**config.mk**
```make
export PLATFORM = sky130hd
export DESIGN_NAME = id_ex
export DESIGN_NICKNAME = d
export VERILOG_FILES = /design/src/rtl/id_ex_pkg.sv /design/src/rtl/id_ex_pipe_entry.sv /design/src/rtl/id_ex.sv
export SDC_FILE = /design/constraint.sdc
export NUM_CORES = 1
export LEC_CHECK = 0
export CELL_PAD_IN_SITES_DETAIL_PLACEMENT = 0
export CELL_PAD_IN_SITES_GLOBAL_PLACEMENT = 1
export CORE_ASPECT_RATIO = 0.7
export CORE_MARGIN = 4
export CORE_UTILIZATION = 36
export CTS_CLUSTER_SIZE = 28
export DETAILED_ROUTE_END_ITERATION = 12
export HOLD_SLACK_MARGIN = 0.03
export PLACE_DENSITY_LB_ADDON = 0.1
export SETUP_SLACK_MARGIN = 0.2
export SYNTH_ARGS = -nofsm -noshare
export SYNTH_HDL_FRONTEND = slang
export SYNTH_SLANG_ARGS = --single-unit
```
**constraint.sdc**
```tcl
create_clock -name clk -period 3 [get_ports clk]
set_input_delay 0.6 -clock clk [delete_from_list [all_inputs] [get_ports clk]]
set_output_delay 0.6 -clock clk [all_outputs]
set_load 0.05 [all_outputs]
```
**src/rtl/id_ex_pkg.sv**
```systemverilog
`timescale 1ns/1ps
`default_nettype none
// ============================================================================
//  Module      : id_ex_pkg
//  Description : Shared widths, NOP encoding, FSM state encodings and the
//                decoded-packet type carried through the id/ex stage register.
//  Revision    : 1.0 - initial release
// ============================================================================
package id_ex_pkg;

    localparam int INST_BUS     = 32;
    localparam int INST_ADDR_BUS = 32;
    localparam int REG_BUS      = 32;
    localparam int REG_ADDR_BUS = 5;

    localparam logic [INST_BUS-1:0]     ZERO_WORD     = '0;
    localparam logic [REG_ADDR_BUS-1:0] ZERO_REG      = '0;
    localparam logic                    WRITE_ENABLE  = 1'b1;
    localparam logic                    WRITE_DISABLE = 1'b0;

    // addi x0, x0, 0
    localparam logic [INST_BUS-1:0] INST_NOP = 32'h0000_0013;

    // Occupancy of the two-entry (main + skid) buffer
    typedef enum logic [1:0] {
        IDEX_EMPTY = 2'd0,
        IDEX_ONE   = 2'd1,
        IDEX_TWO   = 2'd2
    } idex_state_e;

    typedef struct packed {
        logic [INST_BUS-1:0]      inst;
        logic [INST_ADDR_BUS-1:0] instaddr;
        logic [REG_BUS-1:0]       op1;
        logic [REG_BUS-1:0]       op2;
        logic                     regs_wen;
        logic [REG_ADDR_BUS-1:0]  rd_addr;
    } idex_pkt_t;

endpackage
`default_nettype wire

```
**src/rtl/id_ex_pipe_entry.sv**
```systemverilog
`timescale 1ns/1ps
`default_nettype none
// ============================================================================
//  Module      : id_ex_pipe_entry
//  Description : One decoded-packet register with load enable and synchronous
//                clear. Clear wins over load.
//  Revision    : 1.0 - initial release
// ============================================================================
module id_ex_pipe_entry
    import id_ex_pkg::*;
(
    input  logic      clk,
    input  logic      clr,
    input  logic      load,
    input  idex_pkt_t d,
    output idex_pkt_t q
);

    idex_pkt_t r_q;

    // Hold the packet until cleared or overwritten by a new load
    always_ff @(posedge clk) begin
        if (clr) begin
            r_q <= '0;
        end else if (load) begin
            r_q <= d;
        end
    end

    assign q = r_q;

endmodule
`default_nettype wire

```
**src/rtl/id_ex.sv**
```systemverilog
`timescale 1ns/1ps
`default_nettype none
// ============================================================================
//  Module      : id_ex
//  Description : id -> ex pipeline register. Valid/ready handshake backed by a
//                main + skid entry so in_ready_o is a flop with no path from
//                out_ready_i. Flush drops everything; a saturating counter
//                records cycles where ex stalls a valid packet.
//  Revision    : 1.0 - initial release
// ============================================================================
module id_ex
    import id_ex_pkg::*;
#(
    parameter logic [31:0] NOP_INST = INST_NOP,
    parameter int          CNT_W    = 16
) (
    input  logic             clk,
    input  logic             rst,
    input  logic             in_valid_i,
    output logic             in_ready_o,
    input  logic [31:0]      inst_i,
    input  logic [31:0]      instaddr_i,
    input  logic [31:0]      op1_i,
    input  logic [31:0]      op2_i,
    input  logic             regs_wen_i,
    input  logic [4:0]       rd_addr_i,
    input  logic             flush_i,
    output logic             out_valid_o,
    input  logic             out_ready_i,
    output logic [31:0]      inst_o,
    output logic [31:0]      instaddr_o,
    output logic [31:0]      op1_o,
    output logic [31:0]      op2_o,
    output logic             regs_wen_o,
    output logic [4:0]       rd_addr_o,
    output logic [CNT_W-1:0] stall_cnt_o
);

    idex_state_e      r_state;
    logic             r_in_ready;
    logic [CNT_W-1:0] r_stall_cnt;

    idex_pkt_t w_in_pkt;
    idex_pkt_t w_main_d;
    idex_pkt_t w_main_q;
    idex_pkt_t w_skid_q;
    logic      w_out_valid;
    logic      w_accept;
    logic      w_retire;
    logic      w_main_load;
    logic      w_skid_load;
    logic      w_clear;

    assign w_out_valid = (r_state != IDEX_EMPTY);
    assign w_accept    = in_valid_i & r_in_ready;
    assign w_retire    = w_out_valid & out_ready_i;
    assign w_clear     = rst | flush_i;

    assign w_in_pkt = '{inst:     inst_i,
                        instaddr: instaddr_i,
                        op1:      op1_i,
                        op2:      op2_i,
                        regs_wen: regs_wen_i,
                        rd_addr:  rd_addr_i};

    // Entry load enables: main takes the input on a fill or a pass-through,
    // or takes the skid copy when the older packet retires out of TWO
    always_comb begin
        w_main_load = 1'b0;
        w_skid_load = 1'b0;
        w_main_d    = w_in_pkt;
        case (r_state)
            IDEX_EMPTY: begin
                w_main_load = w_accept;
            end
            IDEX_ONE: begin
                w_main_load = w_accept & w_retire;
                w_skid_load = w_accept & ~w_retire;
            end
            IDEX_TWO: begin
                w_main_load = w_retire;
                w_main_d    = w_skid_q;
            end
            default: begin
                w_main_load = 1'b0;
            end
        endcase
    end

    id_ex_pipe_entry u_main (
        .clk  (clk),
        .clr  (w_clear),
        .load (w_main_load),
        .d    (w_main_d),
        .q    (w_main_q)
    );

    id_ex_pipe_entry u_skid (
        .clk  (clk),
        .clr  (w_clear),
        .load (w_skid_load),
        .d    (w_in_pkt),
        .q    (w_skid_q)
    );

    // Occupancy FSM; in_ready is decoded from the next state and registered
    always_ff @(posedge clk) begin
        if (rst || flush_i) begin
            r_state    <= IDEX_EMPTY;
            r_in_ready <= 1'b1;
        end else begin
            case (r_state)
                IDEX_EMPTY: begin
                    if (w_accept) begin
                        r_state <= IDEX_ONE;
                    end
                end
                IDEX_ONE: begin
                    if (w_accept && !w_retire) begin
                        r_state    <= IDEX_TWO;
                        r_in_ready <= 1'b0;
                    end else if (!w_accept && w_retire) begin
                        r_state <= IDEX_EMPTY;
                    end
                end
                IDEX_TWO: begin
                    if (w_retire) begin
                        r_state    <= IDEX_ONE;
                        r_in_ready <= 1'b1;
                    end
                end
                default: begin
                    r_state    <= IDEX_EMPTY;
                    r_in_ready <= 1'b1;
                end
            endcase
        end
    end

    // Saturating count of cycles where ex holds off a valid packet
    always_ff @(posedge clk) begin
        if (rst) begin
            r_stall_cnt <= '0;
        end else if (w_out_valid && !out_ready_i && !(&r_stall_cnt)) begin
            r_stall_cnt <= r_stall_cnt + 1'b1;
        end
    end

    // Empty stage presents a NOP with no register write
    assign in_ready_o  = r_in_ready;
    assign out_valid_o = w_out_valid;
    assign inst_o      = w_out_valid ? w_main_q.inst     : NOP_INST;
    assign instaddr_o  = w_out_valid ? w_main_q.instaddr : ZERO_WORD;
    assign op1_o       = w_out_valid ? w_main_q.op1      : ZERO_WORD;
    assign op2_o       = w_out_valid ? w_main_q.op2      : ZERO_WORD;
    assign regs_wen_o  = w_out_valid ? w_main_q.regs_wen : WRITE_DISABLE;
    assign rd_addr_o   = w_out_valid ? w_main_q.rd_addr  : ZERO_REG;
    assign stall_cnt_o = r_stall_cnt;

endmodule
`default_nettype wire

```
==> impl_metrics.csv, run 1 <==
group,metric,value,unit
status,run_status,"completed",
min_path,worst_hold_path.endpoint,"u_skid.q[128]$_SDFFE_PP0P_",
sta,sum_neg_setup_slack,0,ns
synth,syn-num-nets,1733,
setup_path,cp-start-kind,"register",
synth,synth.ff_latch_count,287,
clock_tree,clock_latency,0.55,ns
detailed_routing,total_number_of_vias,11300,
setup_path,critical_path_s_slowest_cell,"sky130_fd_sc_hd__dfxtp_1",
die,placeableCoreArea,0.03276,mm^2
setup_path,rrSetupSlack,0.49,ns
setup_path,crit_fanout,70,
clock_tree,cts_setup_buffers,0,
synth,synthesis.yosys.warnings,0,
detailed_routing,first_iter_violations,731,
sta,worst_clock_skew,0.01070,ns
grt,grt_first_pass_wirelength,59400,um
min_path,timing.hold.worst_path_depth,2,
setup_path,critical_path_required,2.40,ns
setup_path,criticalPathCategory,"register to primary output",
setup_path,worst_ep_arrival_time,2.12,ns
clock_tree,tritoncts_num_sinks,287,
sta,maxSlewViolCount,0,
detailed_routing,final_routed_wirelength,37750,um
die,die-height,161.7,um
synth,postSynthCellCount,1592,
place,hpwlAfterDp,23570,um
die,initial_core_util,37.07,%
setup_path,crit-reg2reg-capture,"stall_cnt_o[4]$_SDFFE_PP0P_",
synth,syn_area_per_cell,7.627,um^2
setup_path,timing.reg2reg.worst_path_depth,5,
detailed_routing,final_antenna_net_count,0,
place,buffer_ports.inserted,290,
synth,synth.largest_area_cell,"sky130_fd_sc_hd__dfxtp_1",
die,ports_placed_on_the_boundary,291,
synth,mappedNetlistArea,0.01214,mm^2
detailed_routing,first_pass_iters,5,
clock_tree,clock_tree_from_tritoncts,"built",
layout,share_of_layout_cells_above_drive_strength_1,9.858,%
die,core.rowCount,55,
setup_path,critical_path_depth,4,
layout,synthToLayoutAreaGrowth,37.50,%
min_path,launch_instance_of_the_worst_min_delay_path,"u_skid.q[128]$_SDFFE_PP0P_",
place,globalplace.congestion,0.7855,
sta,final_min_period_over_clock_period,90.63,%
sta,achievable-frequency,0.3678,GHz
detailed_routing,drc,0,
sta,final.min_clock_period,2.719,ns
detailed_routing,drt-vias-per-instance,5.012,
die,die_x,227.5,um
setup_path,path_buf_inv,2,
synth,synth_area_leaders,"sky130_fd_sc_hd__dfxtp_1 47%, sky130_fd_sc_hd__nand2_1 17%, sky130_fd_sc_hd__a311oi_1 9.7%, sky130_fd_sc_hd__and2_1 6.7%, sky130_fd_sc_hd__a21oi_1 5.9%",
grt,globalRouteTotalUtil,19.78,%
sta,report.final.hold_viol_count,0,
clock_tree,cts_made_buffers,30,
power,power-per-cell-area,499.2,mW/mm^2
synth,synth_seq_area_share,47.32,%
min_path,hold_class,"register to register",
setup_path,timing.critical_path.to_type,"primary output",
sta,grt_setup_unrepaired,"yes",
setup_path,top_family_by_delay_on_critical_path,"simple AND/OR/NAND/NOR gates",
clock_tree,cts.path.max_buffers,3,
layout,fin_nets,1948,
job,drv.max_cap_violation_count,0,
power,overall_power,0.008334,W
setup_path,critPathMaxStageDelay,0.42,ns
grt,grt_max_degree,135,
sta,slew-limit-headroom,21.48,%
grt,via_count_of_the_first_global_routing_pass,10450,
setup_path,reg2reg_from,"stall_cnt_o[0]$_SDFFE_PP0P_",
sta,worst-slew-pin-transition,1.165,ns
power,ir_worst_vdd,396.2,uV
synth,synth.distinct_cells,38,
clock_tree,htree_levels,1,
grt,antenna_violations_before_repair,6,
die,die_outline_area,0.03678,mm^2
clock_tree,clk_pin_slew_worst_paths,0.06,ns
grt,grt-ovfl-total,0,
setup_path,worstPathCellList,"or2_4, buf_16, and2_1, buf_4",
sta,finalSetupViolCount,0,
power,cellLeakagePower,6.322,nW
clock_tree,cts.root.buffer_cell,"sky130_fd_sc_hd__clkbuf_16",
detailed_routing,route.detailed.wl_per_inst,16.75,um
synth,synthDominantCellAreaShare,47.32,%
## layout by cell type, fill, tap and decap left out, types with 6 or more instances in the layout
cell,Yosys,routed
sky130_fd_sc_hd__a311oi_1,134,134
sky130_fd_sc_hd__and2_1,131,128
sky130_fd_sc_hd__dlygate4sd2_1,0,38
sky130_fd_sc_hd__nand4_1,6,6
sky130_fd_sc_hd__clkdlybuf4s50_1,0,155
sky130_fd_sc_hd__o21ai_0,10,10
sky130_fd_sc_hd__buf_12,0,65
sky130_fd_sc_hd__buf_4,11,58
sky130_fd_sc_hd__nand2_1,543,543
sky130_fd_sc_hd__clkinv_2,0,6
sky130_fd_sc_hd__clkbuf_16,0,31
sky130_fd_sc_hd__nor2_1,143,142
sky130_fd_sc_hd__a21oi_1,144,144
sky130_fd_sc_hd__clkbuf_1,89,9
sky130_fd_sc_hd__or3_1,9,9
sky130_fd_sc_hd__dfxtp_1,287,287
## power breakdown
| group | leakage [nW] | switching (W) | internal (W) |
|---|---|---|---|
| sequential | 2.33 | 0.0000480 | 0.00391 |
| combinational | 3.54 | 0.000498 | 0.000375 |
| clock | 0.452 | 0.00150 | 0.00200 |
## cell type report
cell class	count	area, um^2
multi-input combinational	1164	5822
fill	3228	16060
clock buffer	45	878.3
clock inverter	6	30.03
tap	427	534.3
inverter	5	18.77
timing repair buffer	319	3664
antenna	1	2.502
sequential	287	5746
## worst register-to-register path, delay by kind of cell (launching register included)
family	cells	cell delay (ns)
and+or+nand+nor	1	0.27
adders and majority gates	1	0.24
DFF	1	0.41
AOI/OAI and AO/OA	3	1.53
## worst max path at each step
stage	startpoint	to	slack (ns)
after CTS	r_state[0]$_SDFFE_PP0P_	op1_o[10]	0.20
after floorplan	r_state[0]$_SDFFE_PP0P_	u_skid.q[10]$_SDFFE_PP0P_	0.37
after global placement	in_valid_i	u_skid.q[11]$_SDFFE_PP0P_	0.20
final	r_state[0]$_SDFFE_PP0P_	op2_o[3]	0.28
after detailed placement	in_valid_i	u_skid.q[16]$_SDFFE_PP0P_	0.10
after global routing	r_state[0]$_SDFFE_PP0P_	op1_o[10]	0.17
## layer usage
metal | share of wire (%) | wire length [um] | global-route usage [%]
met2 | 46 | 17210 | 30.62
met1 | 47 | 17860 | 28.73
met4 | 1.7 | 639 | 3.986
met3 | 5.2 | 1971 | 4.083
met5 | 0.19 | 73 | 0
## registers in the layout, summed over array words and instances, names as in the netlist
name,flops
u_skid.q,134
r_state,2
u_main.q,134
in_ready_o,1
stall_cnt_o,16
## metrics by stage
stage          std cells  hold WS, ns  worst slack (ns)  area (um^2)  utilization, %
2_1_floorplan       1592       0.4366            0.3704        12140               -
3_3_place_gp        2201       0.4401            0.1968        15820           48.29
3_5_place_dp        2201       0.4447            0.1031        15820           48.29
4_1_cts             2253       0.4541            0.2033        16690           50.97
5_1_grt             2254       0.4718            0.1672        16690           50.97
6_report            2254       0.4514            0.2811        16690           50.97
## kinds of logic (layout without fill, tap and decap cells)
kind of cell | Yosys count | in the layout | share of synthesized area, %
and+or+nand+nor | 855 | 856 | 29.95
AOI/OAI and AO/OA | 303 | 303 | 17.19
DFF | 287 | 287 | 47.32
buffers and inverters | 142 | 375 | 5.101
adders and majority gates | 2 | 2 | 0.2061
muxes | 2 | 2 | 0.1649
xor gates and xnor gates | 1 | 1 | 0.07215
other | 0 | 1 | 0
## cells in the mapped netlist, drive strengths merged
master     n
a21o       1
nor4       1
o32ai      1
and4       2
or3        9
o211ai     1
or2        2
nand2    543
a21oi    144
mux2i      2
nand4      6
xor2       1
o21ai     10
ha         2
nor2     144
clkbuf    89
and3       2
o21bai     2
a2bb2oi    1
nor3       2
a22oi      1
nor2b      1
or4        2
and2     131
buf       48
o21ba      1
dfxtp    287
a311oi   134
o41ai      1
nand2b     5
a31oi      2
nand3      5
inv        5
a211oi     1
o31ai      3
## what timing repair did
action,CTS,global route
setup endpoints to repair,69,21
gates cloned,1,0
hold buffers,0,0
gates resized for setup,45,3
pin swaps,1,1
Note: power is estimated with default switching activity, not from simulation.
==> inputs of run 2 (changes only) <==
- CORE_MARGIN: 4 -> 2
- PLACE_DENSITY: unset -> 0.82
- PLACE_DENSITY_LB_ADDON: 0.1 -> unset
==> run 2 against run 1 <==
Highest routed layer unchanged. Largest cell class unchanged. Hold slack improved by 0.0026 ns. Count of clock-buffer cells in the layout unchanged. Critical path depth decreased by 1. Combinational power decreased by 0.8%. Flip-flop and latch count unchanged. Cell area increased by 1.6%. Utilization decreased by 0.096 points. Setup slack improved by 0.0098 ns. Via count increased by 0.93%. Sequential share of layout area decreased by 0.54 points. Non-clock buffer count decreased by 2.
==> impl_metrics.csv, run 2 (synthesis results as in run 1) <==
group,metric,value,unit
grt,antenna_violations_before_repair,4,
sta,worst-slew-pin-transition,1.078,ns
layout,antenna_cells,0,
place,hpwlAfterDp,22610,um
setup_path,worst_ep_arrival_time,2.11,ns
die,die_outline_area,0.03523,mm^2
setup_path,crit_fanout,16,
layout,share_of_layout_cells_above_drive_strength_1,11.28,%
clock_tree,tritoncts_num_sinks,287,
place,buffer_ports.inserted,290,
job,drv.max_cap_violation_count,0,
power,share_clk_of_total_power,43.3,%
power,power_switching_share,24.21,%
setup_path,top_family_by_delay_on_critical_path,"simple AND/OR/NAND/NOR gates",
die,die-height,157.7,um
layout,synthToLayoutAreaGrowth,39.74,%
setup_path,path_buf_inv,1,
sta,achievable-frequency,0.3691,GHz
clock_tree,cts_made_buffers,29,
power,cellLeakagePower,6.311,nW
clock_tree,clk_pin_slew_worst_paths,0.07,ns
detailed_routing,final_antenna_net_count,0,
sta,slew-limit-headroom,27.37,%
sta,grt_setup_unrepaired,"yes",
grt,grt_first_pass_wirelength,56510,um
detailed_routing,total_number_of_vias,11400,
min_path,hold_class,"register to register",
sta,worst_hold_slack,0.4540,ns
die,ports_placed_on_the_boundary,291,
place,dpl_worst_slack,0.3556,ns
sta,maxSlewViolCount,0,
sta,final.min_clock_period,2.709,ns
layout,fin_nets,1946,
clock_tree,cts.hold.buffers_added,0,
sta,report.final.hold_viol_count,0,
power,power.share.combinational,10.2,%
clock_tree,clock_latency,0.55,ns
power,power.switching,0.002063,W
grt,grt-ovfl-total,0,
die,placeableCoreArea,0.03335,mm^2
sta,sum_neg_setup_slack,0,ns
grt,via_count_of_the_first_global_routing_pass,10590,
place,globalplace.congestion,0.7682,
grt,grt_max_degree,135,
detailed_routing,drc,0,
die,initial_core_util,36.40,%
sta,final_min_period_over_clock_period,90.30,%
sta,worst_clock_skew,0.007182,ns
layout,most-common-layout-cells,"543 x sky130_fd_sc_hd__nand2_1, 285 x sky130_fd_sc_hd__dfxtp_1, 155 x sky130_fd_sc_hd__clkdlybuf4s50_1, 144 x sky130_fd_sc_hd__a21oi_1, 142 x sky130_fd_sc_hd__nor2_1",
setup_path,criticalPathCategory,"register to primary output",
power,ir_worst_vdd,295.5,uV
clock_tree,clock_tree_from_tritoncts,"built",
power,power-per-cell-area,502.1,mW/mm^2
power,sequentialPowerShare,46.5,%
grt,globalRouteTotalUtil,19.75,%
setup_path,critical_path_required,2.40,ns
setup_path,worstPathCellList,"or2_2, and2_1, clkdlybuf4s15_1",
power,p_int,0.006457,W
setup_path,cp-start-kind,"register",
detailed_routing,route.detailed.wl_per_inst,16.06,um
detailed_routing,first_iter_violations,682,
setup_path,timing.critical_path.to_type,"primary output",
die,die_x,223.5,um
detailed_routing,final_routed_wirelength,36330,um
detailed_routing,first_pass_iters,5,
clock_tree,cts.path.max_buffers,3,
status,run_status,"completed",
detailed_routing,drt-vias-per-instance,5.041,
clock_tree,cts.root.buffer_cell,"sky130_fd_sc_hd__clkbuf_16",
setup_path,critPathMaxStageDelay,0.51,ns
sta,finalSetupViolCount,0,
die,core.rowCount,56,
clock_tree,htree_levels,1,
sta,fin_ws,0.2909,ns
setup_path,critical_path_s_slowest_cell,"sky130_fd_sc_hd__dfxtp_2",
layout,mostFrequentLayoutCell,"sky130_fd_sc_hd__nand2_1",
-- run 2: power groups by stage --
stage / Combinational, W / Clock [W] / Sequential, W
2_1_floorplan: 0.000471 / 0 / 0.00403
3_3_place_gp: 0.000859 / 0 / 0.00405
3_5_place_dp: 0.000869 / 0 / 0.00405
4_1_cts: 0.000872 / 0.00378 / 0.00397
5_1_grt: 0.000945 / 0.00394 / 0.00397
6_report: 0.000866 / 0.00369 / 0.00397
-- run 2: final timing paths --
kind | slack (ns) | from | endpoint | cells after the start
worst max register to register | 0.60 | stall_cnt_o[0]$_SDFFE_PP0P_ | stall_cnt_o[7]$_SDFFE_PP0P_ | 5
worst min register to register | 0.45 | u_skid.q[50]$_SDFFE_PP0P_ | u_skid.q[50]$_SDFFE_PP0P_ | 2
worst max-delay path | 0.29 | r_state[0]$_SDFFE_PP0P_ | op2_o[24] | 3
worst min-delay path | 0.45 | u_skid.q[50]$_SDFFE_PP0P_ | u_skid.q[50]$_SDFFE_PP0P_ | 2
-- run 2: timing repair --
action	CTS	global route
setup buffers	0	0
setup endpoints to repair	114	15
hold endpoints to repair	0	0
gates cloned	1	1
pin swaps	1	1
gates resized for setup	18	1
-- run 2: layout make-up --
type	instances	area, um^2
inverters	5	18.77
flip-flops and latches	287	5748
well taps	435	544.3
fillers	3184	16390
clock inverters	8	90.09
clock buffers	45	875.8
repair buffers	317	3867
multi-input cells	1165	5822
-- run 2: per-layer routing --
layer	track usage, %	wire length (um)	vias up
li1	-	-	5740
met1	26.45	16640	5355
met2	32.75	16960	254
met3	4.102	1977	45
met4	4.794	690	8
met5	0	57	-
-- run 2: tightest hold or removal path: cells and delay by family, from the launching register on --
kind               cells  cell delay [ns]
AOI/OAI and AO/OA      1             0.05
and+or+nand+nor        1             0.05
DFF                    1             0.31
-- run 2: stage by stage --
step           instance area (um^2)  power, W  instances  util [%]
6_report                      16970  0.008520       2262     50.87
3_5_place_dp                  16000  0.004918       2207     47.97
5_1_grt                       16970  0.008861       2262     50.87
3_3_place_gp                  16000  0.004905       2207     47.97
2_1_floorplan                 12140  0.004504       1592         -
4_1_cts                       16960  0.008614       2261     50.85
==> inputs of run 3 (changes only) <==
- CORE_MARGIN: 2 -> 8
==> run 3 against run 2 <==
Count of clock-buffer cells in the layout down 1. Highest routed layer unchanged. Critical path type unchanged. Largest cell class unchanged. Hold slack got worse by 0.0020 ns. Clock power about the same. First-iteration DRC count increased by 30%. Final cell count is 0.22% higher.
==> impl_metrics.csv, run 3 (synthesis results as in run 1) <==
group,metric,value,unit
power,ir_worst_vdd,339.6,uV
setup_path,crit_fanout,22,
detailed_routing,drc,0,
job,drv.max_cap_violation_count,0,
setup_path,path_common_cell,"sky130_fd_sc_hd__buf_4",
grt,grt_first_pass_wirelength,60630,um
place,hpwlAfterDp,24200,um
detailed_routing,first_pass_iters,5,
die,die-height,169.7,um
place,globalplace.congestion,0.7797,
setup_path,critPathLaunch,"r_state[1]$_SDFFE_PP0P_",
grt,grt_max_degree,135,
detailed_routing,route.detailed.wl_per_inst,16.88,um
sta,sum_neg_setup_slack,0,ns
die,initial_core_util,36.40,%
clock_tree,cts.root.buffer_cell,"sky130_fd_sc_hd__clkbuf_16",
sta,report.final.hold_viol_count,0,
setup_path,critPathMaxStageDelay,0.51,ns
grt,grt-ovfl-total,0,
setup_path,timing.critical_path.to_type,"primary output",
setup_path,reg2reg_from,"stall_cnt_o[1]$_SDFFE_PP0P_",
sta,worst-slew-pin-transition,1.123,ns
clock_tree,clk_pin_slew_worst_paths,0.06,ns
setup_path,critical_path_required,2.40,ns
power,overall_power,0.008529,W
grt,via_count_of_the_first_global_routing_pass,10780,
layout,share_of_layout_cells_above_drive_strength_1,12.35,%
die,placeableCoreArea,0.03335,mm^2
setup_path,criticalPathCategory,"register to primary output",
sta,final_min_period_over_clock_period,89.26,%
detailed_routing,final_routed_wirelength,38270,um
die,ports_placed_on_the_boundary,291,
detailed_routing,first_iter_violations,889,
sta,finalSetupViolCount,0,
clock_tree,cts_made_buffers,29,
setup_path,worstPathCellList,"or2_4, buf_4, and2_1, buf_4",
clock_tree,cts.hold.buffers_added,0,
place,buffer_ports.inserted,290,
sta,final.min_clock_period,2.678,ns
layout,filler_cell_count,3179,
setup_path,cp-start-kind,"register",
clock_tree,clock_latency,0.54,ns
layout,mostFrequentLayoutCell,"sky130_fd_sc_hd__nand2_1",
detailed_routing,final_antenna_net_count,0,
setup_path,path_buf_inv,2,
layout,fin_nets,1950,
power,cellLeakagePower,6.318,nW
die,die_outline_area,0.03995,mm^2
clock_tree,tritoncts_num_sinks,287,
min_path,launch_instance_of_the_worst_min_delay_path,"u_skid.q[63]$_SDFFE_PP0P_",
sta,slew-limit-headroom,24.34,%
clock_tree,cts.path.max_buffers,3,
sta,worst_clock_skew,0.004745,ns
die,core.rowCount,56,
detailed_routing,drt-vias-per-instance,5.092,
grt,antenna_violations_before_repair,7,
power,power-per-cell-area,502.5,mW/mm^2
min_path,hold_class,"register to register",
setup_path,critical_path_s_slowest_cell,"sky130_fd_sc_hd__dfxtp_2",
grt,globalRouteTotalUtil,18.14,%
die,die_x,235.5,um
clock_tree,htree_levels,1,
sta,grt_setup_unrepaired,"no",
layout,most-common-layout-cells,"543 x sky130_fd_sc_hd__nand2_1, 285 x sky130_fd_sc_hd__dfxtp_1, 155 x sky130_fd_sc_hd__clkdlybuf4s50_1, 144 x sky130_fd_sc_hd__a21oi_1, 142 x sky130_fd_sc_hd__nor2_1",
setup_path,worst_ep_arrival_time,2.08,ns
detailed_routing,total_number_of_vias,11540,
setup_path,top_family_by_delay_on_critical_path,"simple AND/OR/NAND/NOR gates",
clock_tree,clock_tree_from_tritoncts,"built",
status,run_status,"completed",
sta,achievable-frequency,0.3734,GHz
layout,synthToLayoutAreaGrowth,39.79,%
sta,maxSlewViolCount,0,
[run 3: where the power goes]
group | leakage [nW] | internal [W] | switching, W
clock | 0.487 | 0.00218 | 0.00150
sequential | 2.33 | 0.00391 | 0.0000510
combinational | 3.50 | 0.000385 | 0.000494
[run 3: worst paths after layout]
kind,cells after the start,slack [ns],endpoint
setup / recovery,4,0.32,op1_o[10]
hold / removal,2,0.45,u_skid.q[63]$_SDFFE_PP0P_
setup reg to reg,5,0.53,stall_cnt_o[7]$_SDFFE_PP0P_
hold reg to reg,2,0.45,u_skid.q[63]$_SDFFE_PP0P_
[run 3: final cells by class]
type | count | area (um^2) | share of cell area [%]
Antenna cell | 2 | 5.005 | 0.02949
Clock inverter | 8 | 90.09 | 0.5308
Timing Repair Buffer | 322 | 3869 | 22.79
Multi-Input combinational cell | 1164 | 5816 | 34.26
Tap cell | 435 | 544.3 | 3.207
Inverter | 5 | 18.77 | 0.1106
Sequential cell | 287 | 5748 | 33.87
Clock buffer | 44 | 882.1 | 5.197
[run 3: worst reg2reg max path, delay by kind of cell (launching register included)]
| family | cells | cell delay, ns |
|---|---|---|
| fa+ha+maj | 1 | 0.23 |
| flops | 1 | 0.42 |
| compound gates | 3 | 1.49 |
| simple gates | 1 | 0.27 |
[run 3: layer usage]
layer / vias up / routed length, um / track usage [%]
met3: 66 / 2074 / 4.056
met2: 265 / 17550 / 28.83
met5: - / 57 / 0
li1: 5763 / - / -
met4: 10 / 933 / 5.205
met1: 5439 / 17650 / 24.53
[run 3: metrics by stage]
stage / util (%) / instance area (um^2) / std cells / worst slack [ns] / hold slack, ns
3_5_place_dp: 47.87 / 15960 / 2209 / 0.3565 / 0.4465
3_3_place_gp: 47.87 / 15960 / 2209 / 0.4337 / 0.4416
2_1_floorplan: - / 12140 / 1592 / 0.3704 / 0.4366
6_report: 50.89 / 16970 / 2267 / 0.3221 / 0.4519
5_1_grt: 50.89 / 16970 / 2267 / 0.2063 / 0.4676
4_1_cts: 50.81 / 16950 / 2262 / 0.2269 / 0.4549
[run 3: timing repair]
| item | 4_1_cts | 5_1_grt |
|---|---|---|
| setup endpoints to repair | 110 | 24 |
| cloned | 1 | 0 |
| resized for setup | 2 | 0 |
| pin swaps | 1 | 1 |
| setup buffers | 0 | 3 |
